**src/rtl/sram_pkg.sv**
```systemverilog
// Shared types and constants for the 16-bit asynchronous SRAM controller.
package sram_pkg;

  typedef enum logic [1:0] {
    ST_IDLE,
    ST_LOW,
    ST_HIGH,
    ST_DONE
  } sram_state_e;

  localparam int unsigned SRAM_DW           = 16;
  localparam int unsigned DEFAULT_BASE_ADDR = 1024;

endpackage : sram_pkg

```
**src/rtl/sram_controller.sv**
```systemverilog
// Sequences 32-bit MEM-stage loads/stores onto a 16-bit async SRAM as two
// half-word phases; ready drops while an access is in flight.
module sram_controller
  import sram_pkg::*;
#(
  parameter int unsigned WAIT_CYCLES = 2,
  parameter int unsigned BASE_ADDR   = DEFAULT_BASE_ADDR,
  parameter int unsigned SRAM_AW     = 18
) (
  input  logic               clk,
  input  logic               rst,
  input  logic               wr_en,
  input  logic               rd_en,
  input  logic [31:0]        address,
  input  logic [31:0]        write_data,
  output logic [31:0]        read_data,
  output logic               ready,
  output logic [SRAM_AW-1:0] sram_addr,
  output logic               sram_we_n,
  output logic [SRAM_DW-1:0] sram_dq_out,
  output logic               sram_dq_oe,
  input  logic [SRAM_DW-1:0] sram_dq_in
);

  localparam int unsigned CNT_W = (WAIT_CYCLES > 1) ? $clog2(WAIT_CYCLES) : 1;
  localparam logic [CNT_W-1:0] CNT_LAST = CNT_W'(WAIT_CYCLES - 1);

  sram_state_e        state_q, state_d;
  logic [CNT_W-1:0]   cnt_q, cnt_d;
  logic [31:0]        read_data_q, read_data_d;

  logic               req;
  logic               cnt_last;
  logic [31:0]        word;
  logic [SRAM_AW-1:0] addr_lo;
  logic [SRAM_AW-1:0] addr_hi;

  // A simultaneous rd_en/wr_en is a write; rd_en only contributes to req.
  assign req      = rd_en | wr_en;
  assign cnt_last = (cnt_q == CNT_LAST);
  assign word     = (address - 32'(BASE_ADDR)) >> 2;
  assign addr_lo  = SRAM_AW'({word, 1'b0});
  assign addr_hi  = SRAM_AW'({word, 1'b1});

  assign ready     = ~req | (state_q == ST_DONE);
  assign read_data = read_data_q;

  always_ff @(posedge clk) begin
    if (rst) begin
      state_q     <= ST_IDLE;
      cnt_q       <= '0;
      read_data_q <= '0;
    end else begin
      state_q     <= state_d;
      cnt_q       <= cnt_d;
      read_data_q <= read_data_d;
    end
  end

  // Strobe drops on the last cycle of each write phase so address/data hold past WE rise.
  always_comb begin
    state_d     = state_q;
    cnt_d       = cnt_q;
    read_data_d = read_data_q;
    sram_addr   = '0;
    sram_we_n   = 1'b1;
    sram_dq_out = '0;
    sram_dq_oe  = 1'b0;

    unique case (state_q)
      ST_IDLE: begin
        cnt_d = '0;
        if (req) state_d = ST_LOW;
      end

      ST_LOW: begin
        sram_addr = addr_lo;
        if (wr_en) begin
          sram_dq_oe  = 1'b1;
          sram_dq_out = write_data[15:0];
          sram_we_n   = cnt_last;
        end
        if (cnt_last) begin
          state_d = ST_HIGH;
          cnt_d   = '0;
          if (!wr_en) read_data_d[15:0] = sram_dq_in;
        end else begin
          cnt_d = cnt_q + CNT_W'(1);
        end
      end

      ST_HIGH: begin
        sram_addr = addr_hi;
        if (wr_en) begin
          sram_dq_oe  = 1'b1;
          sram_dq_out = write_data[31:16];
          sram_we_n   = cnt_last;
        end
        if (cnt_last) begin
          state_d = ST_DONE;
          cnt_d   = '0;
          if (!wr_en) read_data_d[31:16] = sram_dq_in;
        end else begin
          cnt_d = cnt_q + CNT_W'(1);
        end
      end

      ST_DONE: begin
        state_d = ST_IDLE;
      end

      default: begin
        state_d = ST_IDLE;
      end
    endcase
  end

endmodule : sram_controller

```
**config.mk**
```make
export PLATFORM = sky130hd
export DESIGN_NAME = sram_controller
export DESIGN_NICKNAME = d
export VERILOG_FILES = /design/src/rtl/sram_pkg.sv /design/src/rtl/sram_controller.sv
export SDC_FILE = /design/constraint.sdc
export NUM_CORES = 1
export LEC_CHECK = 0
export ABC_AREA = 1
export BUFFER_PORTS_ARGS = -buffer_cell sky130_fd_sc_hd__buf_2
export CAP_MARGIN = 0
export CORE_UTILIZATION = 40
export DETAILED_ROUTE_END_ITERATION = 7
export PLACE_DENSITY = 0.86
export SKIP_LAST_GASP = 1
export SYNTH_ARGS = -nofsm -noshare
export SYNTH_HDL_FRONTEND = slang
export SYNTH_SLANG_ARGS = --single-unit
export TNS_END_PERCENT = 50
```
**constraint.sdc**
```tcl
create_clock -name clk -period 1.88 [get_ports clk]
set_clock_uncertainty 0.05 [all_clocks]
set_input_delay 0.094 -clock clk [delete_from_list [all_inputs] [get_ports clk]]
set_output_delay 0.094 -clock clk [all_outputs]
set_load 0.005 [all_outputs]
```
Word-level counts from Yosys, hierarchy flattened
Index checks and enable logic that the tools add are counted.
Storage, ports and cells
  register bits after elaboration: 35
  output and inout bits: 69
  word-level logic and storage cells: 36
Cells by class
  add/sub/neg operators: 2
  equal/unequal tests: 6
  mux-type cells: 14
  bitwise operators: 4
  reduce and logical (&&, ||, !) cells: 6
Operators with widths (number)
  one-hot mux 18 bit (2 select lines): 1
  two-way mux 16 bit: 2
  one-hot mux 16 bit (2 select lines): 1
  subtractor 19 x 11 -> 19 bit (second input constant): 1
  AND reduction 3 bit: 3
  one-hot mux 2 bit (4 select lines): 1
  two-way mux 2 bit: 3
  != test 2 bit (second input constant): 3
  two-way mux 1 bit: 5
  equality test 2 bit (second input constant): 2
  equality test 2 x 1 -> 1 bit (second input constant): 1
  zero test 2 bit: 1
  inverter 1 bit: 2
  OR 1 bit: 2
  one-hot mux 1 bit (2 select lines): 1
  nonzero test 2 bit: 1
  OR reduction 2 bit: 1
  adder 1 bit (second input constant): 1

Depth between registers and ports, before layout
Gate-level depths: netlist (run 1).
  depth after elaboration: 3
  depth in mapped cells: 7
  depth with buffers taken out: 7

Worst setup path after synthesis (run 1)
No wires, ideal clock.
  path kind: register to output
  from: register state_q[0]
  to: output sram_dq_out[0]
  arrival: 1264 ps
  required time: 1736 ps
  slack: 472 ps
  stages on the path, launching flop included: 6
  cells stage by stage: dfxtp_1 -> inv_1 -> ha_1 -> nand2_1 -> buf_2 -> a21oi_1
On the way
  cells in the longest elaborated chain, start to end: 2
Ends and longest elaborated chain
  start: declaration: line sram_controller.sv:28  | sram_state_e state_q, state_d;
  start signal: assignment: line sram_controller.sv:54  | state_q <= state_d;
  equality test 2 bit or equality test 2 x 1 -> 1 bit (tied branches): line sram_controller.sv:70  | unique case (state_q)
  one-hot mux 16 bit (2 select lines) *: line sram_controller.sv:70
  end: declaration: line sram_controller.sv:20  | output logic [SRAM_DW-1:0] sram_dq_out,
Every way passes the cells marked *; elsewhere a longest branch is shown, timed or not.

Worst setup path after layout (run 1)
  from: register state_q[0]
  to: output sram_addr[11]
On the way
  cells in the longest elaborated chain, start to end: 2
Ends and longest elaborated chain
  equality test 2 bit or equality test 2 x 1 -> 1 bit (tied branches): line sram_controller.sv:70
  one-hot mux 18 bit (2 select lines) *: line sram_controller.sv:70
  end: declaration: line sram_controller.sv:18  | output logic [SRAM_AW-1:0] sram_addr,
Marks and branches as above.

==> results of run 1 <==
## logic make-up after synthesis
logic type,synth area share (%)
DFF,35.1
adders and majority gates,4.38
buffers and inverters,17.7
AOI/OAI and AO/OA,25.0
and+or+nand+nor,17.8
## through the flow
step / setup slack (ps) / area [um2] / hold WS (ps)
CTS: 24.9 / 2800 / 31.9
global route: 16.4 / 2830 / 37.8
global placement: 156 / 2670 / 257
floorplan: 472 / 2000 / 113
finish: 155 / 2830 / 33.6
detailed placement: 78.5 / 2670 / 266
## timing repair
action	in CTS	in global routing
endpoints found under the hold margin	2	0
setup endpoints to repair	26	32
cloned	0	0
hold buffers	1	0
gates resized for setup	3	6
## critical path: cells and delay by family (launching register included)
family,cells,cell delay (ps)
DFF,1,410
AOI/OAI and AO/OA,2,200
buffers and inverters,3,400
adders and majority gates,1,290
## registers in the layout, indices dropped and copies added, names as in the netlist
name,cells
cnt_last,1
read_data,32
state_q,2
## power by group through the flow
stage | logic (W) | clock network, W | registers, W
after CTS | 0.00123 | 0.000692 | 0.000884
final | 0.00131 | 0.000672 | 0.000898
after global placement | 0.00118 | 0 | 0.000892
after global routing | 0.00148 | 0.000724 | 0.000908
after floorplan | 0.000809 | 0 | 0.000895
after detailed placement | 0.00121 | 0 | 0.000896
## worst max path at each step
stage | end | slack, ps | cells past startpoint
2_1_floorplan | sram_dq_out[0] | 470 | 5
3_3_place_gp | read_data[22] | 160 | 5
3_5_place_dp | read_data[21] | 80 | 5
4_1_cts | sram_dq_out[4] | 20 | 6
5_1_grt | sram_dq_out[5] | 20 | 6
6_report | sram_addr[11] | 160 | 6
## cell type report
class | count | share of cell area [%]
Timing Repair Buffer | 143 | 25.9
Sequential cell | 35 | 24.8
Clock buffer | 5 | 2.43
Multi-Input combinational cell | 185 | 34.6
Tap cell | 67 | 2.96
Inverter | 58 | 7.73
Clock inverter | 3 | 1.55
## synth_stat cells
cell       n  area share, %
o21ai_1   26            6.5
inv_1     54             10
a21oi_2    2           0.88
inv_2      3           0.56
buf_2      3           0.75
nor2_1    22            4.1
nand2_1   51            9.6
buf_1      1           0.19
nand3_1    7            1.8
clkinv_2   1           0.25
buf_6     10            5.6
o21ai_0    6            1.5
dfxtp_1   35             35
a21oi_1   54             14
o21ai_2    5            2.2
ha_1       7            4.4
clkbuf_1   1           0.19
nand3_4    2            1.8
or2_2      2           0.63
a211oi_1   1           0.38
## per-layer routing
layer  routed length (um)  vias up  GRT usage (%)
met3                  429        5           5.11
met5                    0        -              0
li1                     -     1196              -
met4                   46        0           4.58
met1                 2060      974           19.4
met2                 2730      100           40.3
==> flow_summary.html, run 1 <==
<table>
<tr><th>Metric</th><th>Value</th></tr>
<tr><th colspan="2">Cells and area</th></tr>
<tr><td>Area of combinational cells with multiple inputs</td><td>981 um2</td></tr>
<tr><td>Number of antenna repair diodes</td><td>0</td></tr>
<tr><td>Count of nets after finishing</td><td>519</td></tr>
<tr><td>Area growth from synthesis to layout</td><td>41.8%</td></tr>
<tr><td>Layout cells sized above 1</td><td>40.1%</td></tr>
<tr><td>Sequential cell area in the final layout</td><td>703 um2</td></tr>
<tr><td>Leading cell type in the layout, fill and taps excluded</td><td>buf_2</td></tr>
<tr><td>Final core area utilization</td><td>59.6%</td></tr>
<tr><td>Fill cell instance count of the final layout</td><td>438</td></tr>
<tr><td>Final Instance Count excl. Fillers</td><td>496</td></tr>
<tr><td>Most frequent cells in the layout</td><td>buf_2 (137), a21oi_1 (54), inv_1 (52)</td></tr>
<tr><th colspan="2">Hold path</th></tr>
<tr><td>Cell count of the worst hold path</td><td>3</td></tr>
<tr><td>HP Start</td><td>sram_dq_in[10]</td></tr>
<tr><td>End point of the most critical hold path</td><td>read_data[26]</td></tr>
<tr><td>Worst min path class</td><td>in -&gt; reg</td></tr>
<tr><th colspan="2">Synth</th></tr>
<tr><td>Post-synthesis instance total</td><td>293</td></tr>
<tr><td>Average cell area after synthesis</td><td>6.82 um2</td></tr>
<tr><td>Flop and latch count out of synthesis</td><td>35</td></tr>
<tr><td>Sequential cell area fraction in the yosys report</td><td>35.1%</td></tr>
<tr><td>Count of yosys warnings during synthesis</td><td>0</td></tr>
<tr><td>Cell area after synthesis</td><td>0.00200 mm2</td></tr>
<tr><td>Post-Synthesis Net Count</td><td>384</td></tr>
<tr><td>Unique cell type count in the Yosys netlist</td><td>20</td></tr>
<tr><th colspan="2">Floorplan</th></tr>
<tr><td>Die boundary height</td><td>72.7 um</td></tr>
<tr><td>Number of placement rows</td><td>25</td></tr>
<tr><td>Initial core utilization</td><td>42.0%</td></tr>
<tr><td>Full die area</td><td>0.00528 mm2</td></tr>
<tr><td>I/O pins</td><td>153</td></tr>
<tr><td>Placeable core region</td><td>0.00475 mm2</td></tr>
<tr><td>Width of the die</td><td>72.7 um</td></tr>
<tr><th colspan="2">Worst setup path</th></tr>
<tr><td>R2R Path End</td><td>read_data[22]</td></tr>
<tr><td>Max stage delay on crit path</td><td>410 ps</td></tr>
<tr><td>Crit-path max FO</td><td>11</td></tr>
<tr><td>Category of the critical setup timing path</td><td>reg -&gt; out</td></tr>
<tr><td>Beginning of the worst register-to-register path</td><td>state_q[0]</td></tr>
<tr><td>R2r setup slk</td><td>330 ps</td></tr>
<tr><td>CP endpoint kind</td><td>output pin</td></tr>
<tr><td>Worst endpoint data arrival time</td><td>1580 ps</td></tr>
<tr><td>Worst Reg-to-Reg Cells</td><td>5</td></tr>
<tr><td>CP max-delay cell</td><td>dfxtp_2</td></tr>
<tr><td>Critical path required time</td><td>1740 ps</td></tr>
<tr><td>Critical path launch point</td><td>state_q[0]</td></tr>
<tr><td>Cell chain of the critical path</td><td>inv_2 -&gt; ha_4 -&gt; o21ai_2 -&gt; buf_4 -&gt; a21oi_1 -&gt; buf_2</td></tr>
<tr><td>Kind of start point of the critical path</td><td>register</td></tr>
<tr><th colspan="2">Power</th></tr>
<tr><td>Clk network pwr share</td><td>23.3%</td></tr>
<tr><td>Register share of total power</td><td>31.2%</td></tr>
<tr><td>Share of total power consumed by net switching</td><td>37.7%</td></tr>
<tr><td>Switching pwr</td><td>0.00108 W</td></tr>
<tr><td>P per Cell Area</td><td>1020 mW/mm2</td></tr>
<tr><td>Post-route total power</td><td>0.00288 W</td></tr>
<tr><td>Pint</td><td>0.00179 W</td></tr>
<tr><td>Leakage power of the design</td><td>1.46 nW</td></tr>
<tr><td>Largest voltage drop on the vdd net</td><td>0.618 mV</td></tr>
<tr><td>Combinational Power Share</td><td>45.5%</td></tr>
<tr><th colspan="2">Clocking</th></tr>
<tr><td>Post-CTS repair timing setup buffer count</td><td>0</td></tr>
<tr><td>CTS Sinks</td><td>35</td></tr>
<tr><td>Number of buffers created by CTS</td><td>5</td></tr>
<tr><td>TritonCTS clock tree</td><td>done</td></tr>
<tr><td>Bufs on Longest Clock Path</td><td>2</td></tr>
<tr><td>Number of levels in the clock H-tree</td><td>2</td></tr>
<tr><td>Clock-pin transition on the worst setup and hold timing paths</td><td>70 ps</td></tr>
<tr><td>Clk_lat worst skew</td><td>280 ps</td></tr>
<tr><td>Clock tree root buffer cell</td><td>clkbuf_8</td></tr>
<tr><th colspan="2">Timing</th></tr>
<tr><td>Worst relative slew slack</td><td>71.9%</td></tr>
<tr><td>Number of endpoints failing setup at the final stage</td><td>0</td></tr>
<tr><td>Max Fclk</td><td>580 MHz</td></tr>
<tr><td>Min cycle time layout</td><td>1720 ps</td></tr>
<tr><td>Max-slew violation count</td><td>0</td></tr>
<tr><td>Tightest Pin Transition</td><td>421 ps</td></tr>
<tr><td>RSZ-0062 raised after global routing</td><td>false</td></tr>
<tr><td>Fin crit share</td><td>91.7%</td></tr>
<tr><td>Final total negative setup slack</td><td>0 ps</td></tr>
<tr><td>Number of hold-slack violations in the final timing report</td><td>0</td></tr>
<tr><th colspan="2">Global routing</th></tr>
<tr><td>Total grt overflow</td><td>0</td></tr>
<tr><td>Initial antenna violation count</td><td>0</td></tr>
<tr><td>Overall track demand over capacity in global routing</td><td>19.7%</td></tr>
<tr><td>Wire length of the first global-routing pass</td><td>8.27 mm</td></tr>
<tr><td>Number of global-route vias before repair</td><td>2047</td></tr>
<tr><td>Pin count of the biggest net entering global routing</td><td>34</td></tr>
<tr><th colspan="2">Place</th></tr>
<tr><td>Placer Congestion</td><td>0.850</td></tr>
<tr><td>Half-perimeter wire length after placement</td><td>3.94 mm</td></tr>
<tr><td>Total instance count after detailed placement</td><td>487</td></tr>
<tr><td>Number of I/O port buffers</td><td>137</td></tr>
<tr><th colspan="2">Drt</th></tr>
<tr><td>Vias/cell</td><td>4.59</td></tr>
<tr><td>Iteration count of the initial detailed-routing pass</td><td>4</td></tr>
<tr><td>Drt initial violations</td><td>90</td></tr>
<tr><td>DR vias</td><td>2275</td></tr>
<tr><td>Post-route DRC violation count</td><td>0</td></tr>
<tr><td>Routed WL per cell</td><td>10.6 um</td></tr>
<tr><td>Remaining number of nets flagged by the antenna check after routing</td><td>0</td></tr>
<tr><td>Final wirelength</td><td>5.26 mm</td></tr>
<tr><th colspan="2">Run</th></tr>
<tr><td>Max-capacitance violation count</td><td>0</td></tr>
<tr><th colspan="2">Outcome</th></tr>
<tr><td>Result of the run</td><td>finished, final reports clean</td></tr>
</table>
Power figures use the tool's default switching activity.
==> run 2: changes to the inputs <==
--- a/config.mk
+++ b/config.mk
@@ -6,11 +6,11 @@
 export NUM_CORES = 1
 export LEC_CHECK = 0
 export ABC_AREA = 1
-export BUFFER_PORTS_ARGS = -buffer_cell sky130_fd_sc_hd__buf_2
 export CAP_MARGIN = 0
 export CORE_UTILIZATION = 40
 export DETAILED_ROUTE_END_ITERATION = 7
-export PLACE_DENSITY = 0.86
+export DONT_BUFFER_PORTS = 1
+export REMOVE_ABC_BUFFERS = 1
 export SKIP_LAST_GASP = 1
 export SYNTH_ARGS = -nofsm -noshare
 export SYNTH_HDL_FRONTEND = slang
==> run 2 against run 1 <==
  * Critical path depth unchanged
  * Design area shrank 19%
  * Die area is the same
  * Final cell count decreased by 24%
  * Clock-buffer cell count rose by 1
  * Sequential share of layout area up 5.7 points
  * Critical endpoint is now sram_addr[12]
  * Power fell by 7.0%
  * Maximum frequency increased by 1.4%
==> flow_summary.html, run 2 (same netlist as run 1, synthesis figures left out) <==
<table>
<tr><th>Metric</th><th>Value</th></tr>
<tr><th colspan="2">Clocking</th></tr>
<tr><td>Clock-pin transition on the worst setup and hold timing paths</td><td>60 ps (was 70 ps)</td></tr>
<tr><td>Clk_lat worst skew</td><td>270 ps (was 280 ps)</td></tr>
<tr><td>Bufs on Longest Clock Path</td><td>2 (unchanged)</td></tr>
<tr><td>CTS Sinks</td><td>35 (unchanged)</td></tr>
<tr><td>Number of buffers created by CTS</td><td>5 (unchanged)</td></tr>
<tr><td>Clock tree root buffer cell</td><td>clkbuf_8 (unchanged)</td></tr>
<tr><td>Number of levels in the clock H-tree</td><td>2 (unchanged)</td></tr>
<tr><td>TritonCTS clock tree</td><td>done (unchanged)</td></tr>
<tr><th colspan="2">Worst setup path</th></tr>
<tr><td>Cell chain of the critical path</td><td>inv_1 -&gt; ha_2 -&gt; o21ai_4 -&gt; inv_2 -&gt; o21ai_1 -&gt; a21oi_2 (was inv_2 -&gt; ha_4 -&gt; o21ai_2 -&gt; buf_4 -&gt; a21oi_1 -&gt; buf_2)</td></tr>
<tr><td>Worst Reg-to-Reg Cells</td><td>5 (unchanged)</td></tr>
<tr><td>CP max-delay cell</td><td>ha_2 (was dfxtp_2)</td></tr>
<tr><td>Instance count on the critical path</td><td>6 (unchanged)</td></tr>
<tr><td>R2r setup slk</td><td>280 ps (was 330 ps)</td></tr>
<tr><td>CP endpoint kind</td><td>output pin (unchanged)</td></tr>
<tr><td>R2R Path End</td><td>read_data[22] (unchanged)</td></tr>
<tr><td>Critical path required time</td><td>1740 ps (about the same)</td></tr>
<tr><td>Capture point of the worst path</td><td>sram_addr[12] (was sram_addr[11])</td></tr>
<tr><td>Category of the critical setup timing path</td><td>reg -&gt; out (unchanged)</td></tr>
<tr><td>Max stage delay on crit path</td><td>400 ps (was 410 ps)</td></tr>
<tr><td>Beginning of the worst register-to-register path</td><td>state_q[0] (unchanged)</td></tr>
<tr><td>CP bufs+invs</td><td>2 (was 3)</td></tr>
<tr><td>Worst endpoint data arrival time</td><td>1560 ps (was 1580 ps)</td></tr>
<tr><td>Kind of start point of the critical path</td><td>register (unchanged)</td></tr>
<tr><td>Critical path launch point</td><td>state_q[0] (unchanged)</td></tr>
<tr><td>Cell family contributing the most delay on the critical path</td><td>adder cells (was flip-flops)</td></tr>
<tr><td>Crit-path max FO</td><td>6 (was 11)</td></tr>
<tr><th colspan="2">Timing</th></tr>
<tr><td>Worst relative slew slack</td><td>72.2% (was 71.9%)</td></tr>
<tr><td>Fin crit share</td><td>90.5% (was 91.7%)</td></tr>
<tr><td>Final worst slack</td><td>179 ps (was 155 ps)</td></tr>
<tr><td>RSZ-0062 raised after global routing</td><td>false (unchanged)</td></tr>
<tr><td>Max-slew violation count</td><td>0 (unchanged)</td></tr>
<tr><td>Min cycle time layout</td><td>1700 ps (was 1720 ps)</td></tr>
<tr><td>Number of endpoints failing setup at the final stage</td><td>0 (unchanged)</td></tr>
<tr><td>Max Fclk</td><td>588 MHz (was 580 MHz)</td></tr>
<tr><td>Tightest Pin Transition</td><td>417 ps (was 421 ps)</td></tr>
<tr><td>Number of hold-slack violations in the final timing report</td><td>0 (unchanged)</td></tr>
<tr><td>Tightest hold margin</td><td>94.1 ps (was 33.6 ps)</td></tr>
<tr><th colspan="2">Cells and area</th></tr>
<tr><td>Flip-flop count of the largest register after layout</td><td>32 (unchanged)</td></tr>
<tr><td>Final Cell Area</td><td>0.00231 mm2 (was 0.00283 mm2)</td></tr>
<tr><td>Most frequent cells in the layout</td><td>inv_1 (54), a21oi_1 (54), nand2_1 (50) (was buf_2 (137), a21oi_1 (54), inv_1 (52))</td></tr>
<tr><td>Area growth from synthesis to layout</td><td>15.5% (was 41.8%)</td></tr>
<tr><td>Final core area utilization</td><td>48.5% (was 59.6%)</td></tr>
<tr><td>Count of nets after finishing</td><td>398 (was 519)</td></tr>
<tr><td>Fill cell instance count of the final layout</td><td>489 (was 438)</td></tr>
<tr><td>Layout cells sized above 1</td><td>10.1% (was 40.1%)</td></tr>
<tr><td>Number of antenna repair diodes</td><td>0 (unchanged)</td></tr>
<tr><th colspan="2">Place</th></tr>
<tr><td>Post-placement setup slack</td><td>162 ps (was 78.5 ps)</td></tr>
<tr><td>Post-placement cell area</td><td>0.00197 mm2 (was 0.00267 mm2)</td></tr>
<tr><td>Placer Congestion</td><td>0.803 (was 0.850)</td></tr>
<tr><td>Number of I/O port buffers</td><td>0 (was 137)</td></tr>
<tr><td>Half-perimeter wire length after placement</td><td>3.21 mm (was 3.94 mm)</td></tr>
<tr><th colspan="2">Global routing</th></tr>
<tr><td>Total grt overflow</td><td>0 (unchanged)</td></tr>
<tr><td>Initial antenna violation count</td><td>0 (unchanged)</td></tr>
<tr><td>Number of global-route vias before repair</td><td>1498 (was 2047)</td></tr>
<tr><td>Overall track demand over capacity in global routing</td><td>16.5% (was 19.7%)</td></tr>
<tr><td>Pin count of the biggest net entering global routing</td><td>34 (unchanged)</td></tr>
<tr><td>Wire length of the first global-routing pass</td><td>6.89 mm (was 8.27 mm)</td></tr>
<tr><th colspan="2">Floorplan</th></tr>
<tr><td>Number of placement rows</td><td>25 (unchanged)</td></tr>
<tr><td>Die boundary height</td><td>72.7 um (unchanged)</td></tr>
<tr><td>Placeable core region</td><td>0.00475 mm2 (unchanged)</td></tr>
<tr><td>I/O pins</td><td>153 (unchanged)</td></tr>
<tr><td>Full die area</td><td>0.00528 mm2 (unchanged)</td></tr>
<tr><td>Width of the die</td><td>72.7 um (unchanged)</td></tr>
<tr><td>Initial core utilization</td><td>42.0% (unchanged)</td></tr>
<tr><th colspan="2">Drt</th></tr>
<tr><td>DR vias</td><td>1811 (was 2275)</td></tr>
<tr><td>Post-route DRC violation count</td><td>0 (unchanged)</td></tr>
<tr><td>Iteration count of the initial detailed-routing pass</td><td>4 (unchanged)</td></tr>
<tr><td>Drt initial violations</td><td>64 (was 90)</td></tr>
<tr><td>Final wirelength</td><td>4.46 mm (was 5.26 mm)</td></tr>
<tr><td>Vias/cell</td><td>4.83 (was 4.59)</td></tr>
<tr><td>Routed WL per cell</td><td>11.9 um (was 10.6 um)</td></tr>
<tr><td>Remaining number of nets flagged by the antenna check after routing</td><td>0 (unchanged)</td></tr>
<tr><th colspan="2">Hold path</th></tr>
<tr><td>Worst min path class</td><td>in -&gt; reg (unchanged)</td></tr>
<tr><th colspan="2">Run</th></tr>
<tr><td>Max-capacitance violation count</td><td>0 (unchanged)</td></tr>
<tr><th colspan="2">Outcome</th></tr>
<tr><td>Result of the run</td><td>finished, final reports clean (unchanged)</td></tr>
<tr><th colspan="2">Power</th></tr>
<tr><td>Largest voltage drop on the vdd net</td><td>0.758 mV (was 0.618 mV)</td></tr>
<tr><td>P per Cell Area</td><td>1160 mW/mm2 (was 1020 mW/mm2)</td></tr>
<tr><td>Leakage power of the design</td><td>0.894 nW (was 1.46 nW)</td></tr>
</table>
## run 2: cell types whose count changed in the layout (fill, tap and decap cells not counted), sizes merged
cell,before,now
buf,142,5
dlygate4sd3,1,17
clkinv,3,1
bufinv,1,2
clkbuf,5,6
## run 2: timing repair
action	CTS	global route
gates resized for setup	2	4
setup endpoints to repair	24	24
endpoints found under the hold margin	34	0
hold buffers	17	0
pin swaps	0	1
setup buffers	0	2
## run 2: worst min-delay path by stage
stage,from,endpoint,slack (ps),depth (start not counted)
finish,rd_en,state_q[0],90,4
global placement,rst,state_q[1],110,1
global route,rd_en,state_q[0],120,4
CTS,rd_en,state_q[0],90,4
floorplan,rst,state_q[1],110,1
detailed placement,rst,state_q[1],120,1
## run 2: per-layer routing
metal / track usage (%) / up-vias / wire [um]
met2: 26.3 / 70 / 2130
met1: 21.5 / 785 / 1970
met5: 0 / - / 0
li1: - / 952 / -
met3: 5.39 / 4 / 317
met4: 4.58 / 0 / 34
## run 2: report_power, final
group	internal (W)	switching (W)
combinational	0.000356	0.000627
clock	0.000530	0.000261
sequential	0.000824	0.0000771
## run 2: worst reg2reg max path: stages (launching register included)
cell and delay (ps):
dfxtp_2 350, inv_1 100, ha_1 330, nand3_4 340, o21ai_0 260, a21oi_1 50
## run 2: final cells by class
class / count / area, um2 / share of cell area, %
Inverter: 58 / 219 / 9.49
Multi-Input combinational cell: 185 / 961 / 41.6
Timing Repair Buffer: 22 / 208 / 9.00
Sequential cell: 35 / 703 / 30.5
Tap cell: 67 / 83.8 / 3.63
Clock buffer: 6 / 72.6 / 3.15
Clock inverter: 2 / 60.1 / 2.60
## run 2: metrics by stage
step / TNS (ps) / std cells / power, W
2_1_floorplan: 0 / 278 / 0.00158
3_5_place_dp: 0 / 348 / 0.00179
3_3_place_gp: 0 / 348 / 0.00178
4_1_cts: -11.9 / 373 / 0.00266
6_report: 0 / 375 / 0.00268
5_1_grt: 0 / 375 / 0.00288
